--- src/rtl/pgr_rsp_packer_32bit_if.sv ---
// Response-side bus of the UART-to-APB bridge return path: completed APB
// transaction in, byte stream out toward the UART TX FIFO.
interface pgr_rsp_packer_32bit_if;
    logic        rsp_valid;
    logic        rsp_we;
    logic        rsp_err;
    logic [31:0] rsp_data;
    logic        rsp_ready;
    logic [7:0]  tx_data;
    logic        tx_data_valid;
    logic        tx_fifo_full;
    logic        tx_done;

    // Upstream/FIFO side: drives the response and the FIFO full flag.
    modport master (
        output rsp_valid, rsp_we, rsp_err, rsp_data, tx_fifo_full,
        input  rsp_ready, tx_data, tx_data_valid, tx_done
    );

    // Packer side.
    modport slave (
        input  rsp_valid, rsp_we, rsp_err, rsp_data, tx_fifo_full,
        output rsp_ready, tx_data, tx_data_valid, tx_done
    );
endinterface

--- src/rtl/pgr_rsp_packer_32bit.sv ---
// Response packer: captures one finished APB transaction and serialises it
// into the UART TX FIFO as a byte frame (header first, then LSB-first data
// for reads). Single-entry; new responses are taken only while idle.
module pgr_rsp_packer_32bit #(
    parameter bit         WR_ACK_EN = 1'b1,
    parameter logic [7:0] HDR_R     = 8'h72,
    parameter logic [7:0] HDR_W     = 8'h77,
    parameter logic [7:0] HDR_E     = 8'h65
) (
    input  logic                         clk,
    input  logic                         rst,
    pgr_rsp_packer_32bit_if.slave        bus
);

    typedef enum logic [2:0] {
        IDLE = 3'd0,
        HDR  = 3'd1,
        B0   = 3'd2,
        B1   = 3'd3,
        B2   = 3'd4,
        B3   = 3'd5
    } state_t;

    state_t      state;
    logic [31:0] data_q;
    logic        we_q;
    logic        err_q;
    logic [7:0]  hdr_q;
    logic        tx_done_q;
    logic [7:0]  tx_data_c;
    logic        emit;
    logic        tx_fire;

    // A byte goes out whenever we are in an emit state and the FIFO has room;
    // reset kills the strobe in its own cycle so no partial tail is written.
    assign emit    = (state != IDLE);
    assign tx_fire = emit & ~bus.tx_fifo_full & ~rst;

    // Output byte select: header first, then captured data LSB first.
    always_comb begin
        tx_data_c = 8'h00;
        case (state)
            HDR:     tx_data_c = hdr_q;
            B0:      tx_data_c = data_q[7:0];
            B1:      tx_data_c = data_q[15:8];
            B2:      tx_data_c = data_q[23:16];
            B3:      tx_data_c = data_q[31:24];
            default: tx_data_c = 8'h00;
        endcase
    end

    assign bus.rsp_ready     = (state == IDLE);
    assign bus.tx_data       = tx_data_c;
    assign bus.tx_data_valid = tx_fire;
    assign bus.tx_done       = tx_done_q;

    // Frame FSM: capture in IDLE, then step one byte per accepted write.
    always_ff @(posedge clk) begin
        if (rst) begin
            state     <= IDLE;
            data_q    <= 32'h0;
            we_q      <= 1'b0;
            err_q     <= 1'b0;
            hdr_q     <= 8'h00;
            tx_done_q <= 1'b0;
        end else begin
            tx_done_q <= 1'b0;
            case (state)
                IDLE: begin
                    if (bus.rsp_valid) begin
                        data_q <= bus.rsp_data;
                        we_q   <= bus.rsp_we;
                        err_q  <= bus.rsp_err;
                        if (bus.rsp_err) begin
                            // Errors always answer with a lone error byte.
                            hdr_q <= HDR_E;
                            state <= HDR;
                        end else if (bus.rsp_we) begin
                            if (WR_ACK_EN) begin
                                hdr_q <= HDR_W;
                                state <= HDR;
                            end else begin
                                // Silent write: nothing to send, just signal completion.
                                tx_done_q <= 1'b1;
                            end
                        end else begin
                            hdr_q <= HDR_R;
                            state <= HDR;
                        end
                    end
                end
                HDR: begin
                    if (tx_fire) begin
                        if (we_q | err_q) begin
                            state     <= IDLE;
                            tx_done_q <= 1'b1;
                        end else begin
                            state <= B0;
                        end
                    end
                end
                B0: if (tx_fire) state <= B1;
                B1: if (tx_fire) state <= B2;
                B2: if (tx_fire) state <= B3;
                B3: begin
                    if (tx_fire) begin
                        state     <= IDLE;
                        tx_done_q <= 1'b1;
                    end
                end
                default: state <= IDLE;
            endcase
        end
    end

endmodule
--- src/flat_wrapper.sv ---
// flat-port wrapper written by rule: the top's interface ports become plain ports
module pgr_rsp_packer_32bit_flat 
#(
    parameter bit         WR_ACK_EN = 1'b1,
    parameter logic [7:0] HDR_R     = 8'h72,
    parameter logic [7:0] HDR_W     = 8'h77,
    parameter logic [7:0] HDR_E     = 8'h65
)
  (clk, rst, bus_rsp_valid, bus_rsp_we, bus_rsp_err, bus_rsp_data, bus_tx_fifo_full, bus_rsp_ready, bus_tx_data, bus_tx_data_valid, bus_tx_done);
  pgr_rsp_packer_32bit_if bus_i ();
  input  logic clk;
  input  logic rst;
  input wire logic [$bits(bus_i.rsp_valid)-1:0] bus_rsp_valid;
  input wire logic [$bits(bus_i.rsp_we)-1:0] bus_rsp_we;
  input wire logic [$bits(bus_i.rsp_err)-1:0] bus_rsp_err;
  input wire logic [$bits(bus_i.rsp_data)-1:0] bus_rsp_data;
  input wire logic [$bits(bus_i.tx_fifo_full)-1:0] bus_tx_fifo_full;
  output wire logic [$bits(bus_i.rsp_ready)-1:0] bus_rsp_ready;
  output wire logic [$bits(bus_i.tx_data)-1:0] bus_tx_data;
  output wire logic [$bits(bus_i.tx_data_valid)-1:0] bus_tx_data_valid;
  output wire logic [$bits(bus_i.tx_done)-1:0] bus_tx_done;
  assign bus_i.rsp_valid = bus_rsp_valid;
  assign bus_i.rsp_we = bus_rsp_we;
  assign bus_i.rsp_err = bus_rsp_err;
  assign bus_i.rsp_data = bus_rsp_data;
  assign bus_i.tx_fifo_full = bus_tx_fifo_full;
  assign bus_rsp_ready = bus_i.rsp_ready;
  assign bus_tx_data = bus_i.tx_data;
  assign bus_tx_data_valid = bus_i.tx_data_valid;
  assign bus_tx_done = bus_i.tx_done;
  pgr_rsp_packer_32bit #(.WR_ACK_EN(WR_ACK_EN), .HDR_R(HDR_R), .HDR_W(HDR_W), .HDR_E(HDR_E)) u_core (.clk(clk), .rst(rst), .bus(bus_i));
endmodule
--- config.mk ---
export PLATFORM = sky130hd
export DESIGN_NAME = pgr_rsp_packer_32bit_flat
export DESIGN_NICKNAME = d
export VERILOG_FILES = /design/src/rtl/pgr_rsp_packer_32bit_if.sv /design/src/rtl/pgr_rsp_packer_32bit.sv /design/src/flat_wrapper.sv
export SDC_FILE = /design/constraint.sdc
export NUM_CORES = 1
export LEC_CHECK = 0
export CAP_MARGIN = 0
export CORE_MARGIN = 2
export CORE_UTILIZATION = 45
export CTS_CLUSTER_SIZE = 25
export DETAILED_ROUTE_END_ITERATION = 12
export HOLD_SLACK_MARGIN = 0.08
export PLACE_DENSITY_LB_ADDON = 0.15
export SKIP_CTS_REPAIR_TIMING = 1
export SLEW_MARGIN = 20
export SYNTH_ARGS = -nofsm -noshare
export SYNTH_HDL_FRONTEND = slang
export SYNTH_SLANG_ARGS = --single-unit
--- constraint.sdc ---
create_clock -name clk -period 2.3 [get_ports clk]
set_clock_uncertainty 0.2 [all_clocks]
set_input_delay 0.46 -clock clk [delete_from_list [all_inputs] [get_ports clk]]
set_output_delay 0.46 -clock clk [all_outputs]
set_load 0.02 [all_outputs]
==> results of run 1 <==
through the flow:
step | setup slack [ns] | util | power [mW]
3_3_place_gp | -0.0933 | 0.610 | 1.19
3_5_place_dp | -0.0774 | 0.610 | 1.19
4_1_cts | -0.407 | 0.639 | 1.78
2_1_floorplan | 0.0629 | - | 1.04
5_1_grt | 0.0130 | 0.644 | 1.86
6_report | 0.0809 | 0.644 | 1.76
area by class of cell:
class	instances	area share
multi-input cells	171	0.355
repair buffers	66	0.257
flip-flops and latches	41	0.319
well taps	50	0.0241
clock inverters	1	0.0116
clock buffers	7	0.0333
layout by cell type, fill, tap and decap left out:
master	n
nor2_1	6
and3b_1	1
clkbuf_8	6
buf_4	14
dfxtp_1	38
clkdlybuf4s50_1	38
o22a_1	1
a21oi_2	2
nor4b_4	1
buf_12	3
o211a_1	1
a2bb2oi_1	2
o22ai_1	2
a21oi_1	37
nand2b_1	4
o211ai_1	2
a32oi_1	2
mux2i_1	14
nor3b_1	1
nand2_1	73
dfxtp_2	2
nor3_1	8
nor2b_1	5
bufinv_16	1
clkbuf_1	1
o21ai_0	4
a211o_1	2
dfxtp_4	1
a221oi_1	1
or4b_1	1
clkbuf_2	2
nor4b_1	1
buf_6	1
dlymetal6s2s_1	8
state kept, by name, indices dropped and copies added (netlist names):
name and cells:
u_core.data_q 32, u_core.hdr_q 3, u_core.state 3, u_core.bus.tx_done 1, u_core.err_q 1, u_core.we_q 1
kinds of logic (layout without fill, tap and decap cells):
| family | Yosys count | count (layout) |
|---|---|---|
| DFF | 41 | 41 |
| AOI/OAI and AO/OA | 56 | 56 |
| muxes | 14 | 14 |
| and+or+nand+nor | 101 | 101 |
| buffers and inverters | 20 | 74 |
path summary, 6_finish.rpt:
path	from	end	slack, ns	cells after the start
worst max-delay path	u_core.state[1]	bus_tx_data[2]	0.08	5
worst min-delay path	u_core.data_q[16]	u_core.data_q[16]	0.26	2
worst max register to register	u_core.state[2]	u_core.hdr_q[2]	0.40	5
worst min register to register	u_core.data_q[16]	u_core.data_q[16]	0.26	2
power by group through the flow:
stage               Combinational, mW  Sequential, mW  Clock, mW
floorplan                       0.238           0.800          0
global route                    0.411           0.809      0.642
CTS                             0.379           0.801      0.602
detailed placement              0.376           0.818          0
finish                          0.371           0.802      0.591
global placement                0.374           0.816          0
layer usage:
layer / part of all wire / GRT usage / routed length (µm) / up-vias
met2: 0.50 / 0.346 / 2160 / 42
met5: 0 / 0 / 0 / -
met3: 0.051 / 0.0584 / 221 / 4
li1: - / - / - / 894
met4: 0.0071 / 0.0515 / 31 / 0
met1: 0.45 / 0.255 / 1940 / 755
worst min-delay path, stage by stage (launching register included):
cell and delay [ns]:
dfxtp_1 0.31, nand2_1 0.05, a21oi_1 0.05
==> impl_metrics.csv, run 1 <==
group,metric,value,unit
status,status,"finished, final reports clean",
power,ir_worst_vdd,0.440,mV
grt,antenna_found_initial,0,
grt,grt_max_degree,42,
clock_tree,cts.path.max_buffers,2,
cells_and_area,fin_nets,323,
drt,drt_first_pass_iters,4,
worst_setup_path,criticalPathCategory,"reg2out",
drt,vias,1695,
cells_and_area,areaGrowthSynthToFinish,37.4,%
placement,dpl.cell_count,328,
synth,synth-seq-area-share,0.435,
hold_path,min_path_type,"reg2reg",
synth,syn_area,1890,µm²
flow_run,drv_cap,0,
drt,routed_wirelength,4350,µm
power,power.share.clock,0.335,
sta,worstMarginPinSlew,0.434,ns
synth,ys_top_cells_by_area,"dfxtp_1, nand2_1, a21oi_1",
clock_tree,cts_buffers,5,
synth,synth.mux.area_fraction,0.0742,
power,power_switching,0.451,mW
synth,ys.flop_type,"dfxtp_1",
sta,slew_headroom,0.711,
synth,synth_area_leader_cell,"dfxtp_1",
synth,synth_cells,232,
worst_setup_path,endpoint_kind,"output pin",
worst_setup_path,arrival,1.56,ns
clock_tree,cts_tree,"done",
clock_tree,clk_pin_slew,0.08,ns
sta,maxSlewViolCount,0,
cells_and_area,fin_cells,336,
synth,yosysMostFrequentCell,"nand2_1",
floorplan,die_w,68.8,µm
worst_setup_path,slowest_stage,"dfxtp_4",
synth,synth_area_per_cell,8.14,µm²
floorplan,design.die.area,4730,µm²
synth,synth_compound_area_frac,0.175,
synth,synthArstFlopShare,0,
worst_setup_path,critPathTopFamily,"buffers and inverters",
drt,drt_iter0_markers,79,
power,power_leakage,1.08,nW
power,seq_power_share,0.454,
synth,ys_types,28,
drt,route.detailed.vias_per_inst,5.04,
synth,synth_fa_ha_area_frac,0,
cells_and_area,regArea,827,µm²
worst_setup_path,worst-path-buf-inv,2,
sta,fmax,451,MHz
sta,hold_viol_final,0,
floorplan,die_height,68.8,µm
synth,yosysWarnings,0,
sta,setup_viol_count_final,0,
cells_and_area,antenna_cells,0,
clock_tree,cts_sinks,41,
grt,grtUsageTotal,0.204,
synth,synth-xor-area-share,0,
synth,synthesis.nets,270,
synth,ys_ff_latch,41,
drt,drc_errors,0,
floorplan,fp-row-count,23,
clock_tree,cts_root_buf,"clkbuf_8",
worst_setup_path,max_stage_delay,0.38,ns
worst_setup_path,startpoint_type,"flip-flop",
power,p_comb_frac,0.211,
synth,synthTopCellsByCount,"nand2_1, dfxtp_1, a21oi_1",
sta,timing.setup.tns,0,ns
placement,place_congestion,0.826,
grt,grt_pass1_vias,1568,
synth,synth_top_cell_area_share,0.435,
cells_and_area,fillCellCount,377,
worst_setup_path,timing.critical_path.required,1.64,ns
sta,post-route-period-util,0.965,
floorplan,io_pins,49,
placement,dp_hpwl,3120,µm
floorplan,fp.coreArea,4030,µm²
synth,synth_edf_count,0,
sta,rsz0062_at_grt,"no",
cells_and_area,multiInputGateArea,922,µm²
worst_setup_path,path_cells,"buf_12 -> nand2b_1 -> o22a_1 -> o21ai_0 -> dlymetal6s2s_1",
drt,routedWlPerCell,12.9,µm
power,sw_frac_of_total,0.255,
clock_tree,insertion_delay,0.29,ns
synth,yosys.area_share.simple,0.239,
drt,antenna_left,0,
power,intPower,1.31,mW
sta,whs,0.256,ns
worst_setup_path,cp_max_fo,9,
floorplan,start_util,0.469,
placement,portBuffers,48,
grt,grt-ovfl-total,0,
placement,dpl_cell_area,2460,µm²
sta,final.min_clock_period,2.22,ns
clock_tree,cts_max_level,2,
grt,grt_first_pass_wirelength,7160,µm
cells_and_area,fin_area,2590,µm²
power,power.density,680,nW/µm²
cells_and_area,drive_above_1_share,0.115,
synth,synth_top_family_by_area,"simple AND/OR/NAND/NOR gates",
(Power assumes the default switching activity.)
==> inputs of run 2 (changes only) <==
--- a/config.mk
+++ b/config.mk
@@ -7,13 +7,13 @@
 export LEC_CHECK = 0
 export CAP_MARGIN = 0
 export CORE_MARGIN = 2
-export CORE_UTILIZATION = 45
+export CORE_UTILIZATION = 35
 export CTS_CLUSTER_SIZE = 25
 export DETAILED_ROUTE_END_ITERATION = 12
 export HOLD_SLACK_MARGIN = 0.08
 export PLACE_DENSITY_LB_ADDON = 0.15
 export SKIP_CTS_REPAIR_TIMING = 1
-export SLEW_MARGIN = 20
+export SLEW_MARGIN = 40
 export SYNTH_ARGS = -nofsm -noshare
 export SYNTH_HDL_FRONTEND = slang
 export SYNTH_SLANG_ARGS = --single-unit
==> run 2 against run 1 <==
  * Utilization down 15 points
  * Die area up 27%
  * Cell count up 6.8%
  * Via count up 0.88%
  * Register-to-register slack better by 0.08 ns
  * Sequential share of layout area up 0.55 points
  * Worst setup slack better by 0.036 ns
  * Largest cell class unchanged
==> impl_metrics.csv, run 2 (same netlist as run 1, synthesis figures left out) <==
group,metric,value,unit
cells_and_area,mostFrequentLayoutCells,"nand2_1, clkdlybuf4s50_1, dfxtp_1, a21oi_1, buf_4",
clock_tree,clk_pin_slew,0.07,ns
floorplan,die_w,77.4,µm
grt,grt_max_degree,42,
cells_and_area,multiInputGateArea,927,µm²
sta,slew_headroom,0.709,
drt,drt_first_pass_iters,4,
drt,drc_errors,0,
grt,grtUsageTotal,0.160,
sta,worstMarginPinSlew,0.437,ns
cells_and_area,regArea,830,µm²
cells_and_area,drive_above_1_share,0.142,
cells_and_area,layout_commonest_cell,"nand2_1",
grt,grt-ovfl-total,0,
floorplan,design.die.area,6000,µm²
worst_setup_path,timing.critical_path.required,1.64,ns
grt,grt_pass1_vias,1748,
clock_tree,cts_tree,"done",
cells_and_area,fin_nets,327,
clock_tree,insertion_delay,0.28,ns
power,power.density,634,nW/µm²
cells_and_area,top_regs,"u_core.data_q (32), u_core.hdr_q (3), u_core.state (3)",
floorplan,io_pins,49,
sta,fmax,458,MHz
cells_and_area,largest_reg_flops,32,
clock_tree,cts_buffers,5,
drt,routedWlPerCell,12.5,µm
hold_path,min_path_type,"reg2reg",
floorplan,die_height,77.4,µm
status,status,"finished, final reports clean",
drt,route.detailed.vias_per_inst,4.76,
cells_and_area,largest_register,"u_core.data_q",
power,total_power,1.62,mW
worst_setup_path,endpoint_kind,"output pin",
sta,post-route-period-util,0.949,
drt,vias,1710,
clock_tree,cts_root_buf,"clkbuf_8",
worst_setup_path,arrival,1.52,ns
worst_setup_path,criticalPathCategory,"reg2out",
drt,antenna_left,0,
cells_and_area,areaGrowthSynthToFinish,35.5,%
clock_tree,cts_max_level,2,
floorplan,fp.coreArea,5170,µm²
grt,grt_first_pass_wirelength,7750,µm
grt,antenna_found_initial,0,
sta,rsz0062_at_grt,"no",
floorplan,start_util,0.365,
worst_setup_path,r2r_slack,0.48,ns
placement,portBuffers,48,
sta,hold_viol_final,0,
power,power_leakage,1.02,nW
power,ir_worst_vdd,0.368,mV
worst_setup_path,cp_max_fo,11,
drt,drt_iter0_markers,56,
clock_tree,cts_sinks,41,
cells_and_area,fillCellCount,536,
placement,place_congestion,0.768,
drt,routed_wirelength,4490,µm
cells_and_area,antenna_cells,0,
sta,setup_viol_count_final,0,
clock_tree,cts.path.max_buffers,2,
placement,dp_hpwl,3340,µm
floorplan,fp-row-count,26,
sta,final.min_clock_period,2.18,ns
cells_and_area,final_util,0.495,
flow_run,drv_cap,0,
worst_setup_path,startpoint_type,"flip-flop",
sta,maxSlewViolCount,0,
## run 2: cell types whose count changed in the layout (fill, tap and decap cells not counted), moves of 2 or more
cell | before | now
buf_12 | 3 | 0
buf_2 | 0 | 2
buf_4 | 14 | 23
dlymetal6s2s_1 | 8 | 4
## run 2: layer usage
metal	share of wire	vias to the layer above	wire (µm)	track usage
li1	-	899	-	-
met1	0.46	763	2090	0.198
met2	0.47	39	2120	0.267
met3	0.044	9	197	0.0419
met4	0.020	0	91	0.0571
met5	0	-	0	0
## run 2: final timing paths
check / endpoint / cells past startpoint / start
worst max-delay path: bus_tx_data[0] / 5 / u_core.state[1]
worst min-delay path: u_core.data_q[14] / 2 / u_core.data_q[14]
worst max register to register: u_core.hdr_q[2] / 5 / u_core.state[2]
worst min register to register: u_core.data_q[14] / 2 / u_core.data_q[14]
## run 2: area by class of cell
class | instances | share of cell area
Sequential cell | 41 | 0.324
Multi-Input combinational cell | 171 | 0.362
Clock buffer | 7 | 0.0337
Timing Repair Buffer | 70 | 0.245
Tap cell | 70 | 0.0342
## run 2: through the flow
step,cell area (µm²),TNS (ns),hold slack (ns),worst slack (ns),cells
after floorplan,1890,0,0.236,0.0629,232
after global placement,2480,-0.949,0.245,-0.150,352
after detailed placement,2480,-1.05,0.250,-0.173,352
after CTS,2560,-4.16,0.260,-0.487,359
after global routing,2560,0,0.279,0.0123,359
final,2560,0,0.256,0.116,359
## run 2: worst max-delay path: stages, from the launching register on
cell	delay, ns
dfxtp_4	0.39
buf_4	0.17
nand2b_1	0.15
buf_4	0.15
o21ai_0	0.18
buf_2	0.20
## run 2: power breakdown
| part | internal [mW] | total, mW | switching [mW] |
|---|---|---|---|
| combinational | 0.184 | 0.352 | 0.169 |
| clock | 0.238 | 0.461 | 0.223 |
| sequential | 0.764 | 0.809 | 0.0444 |
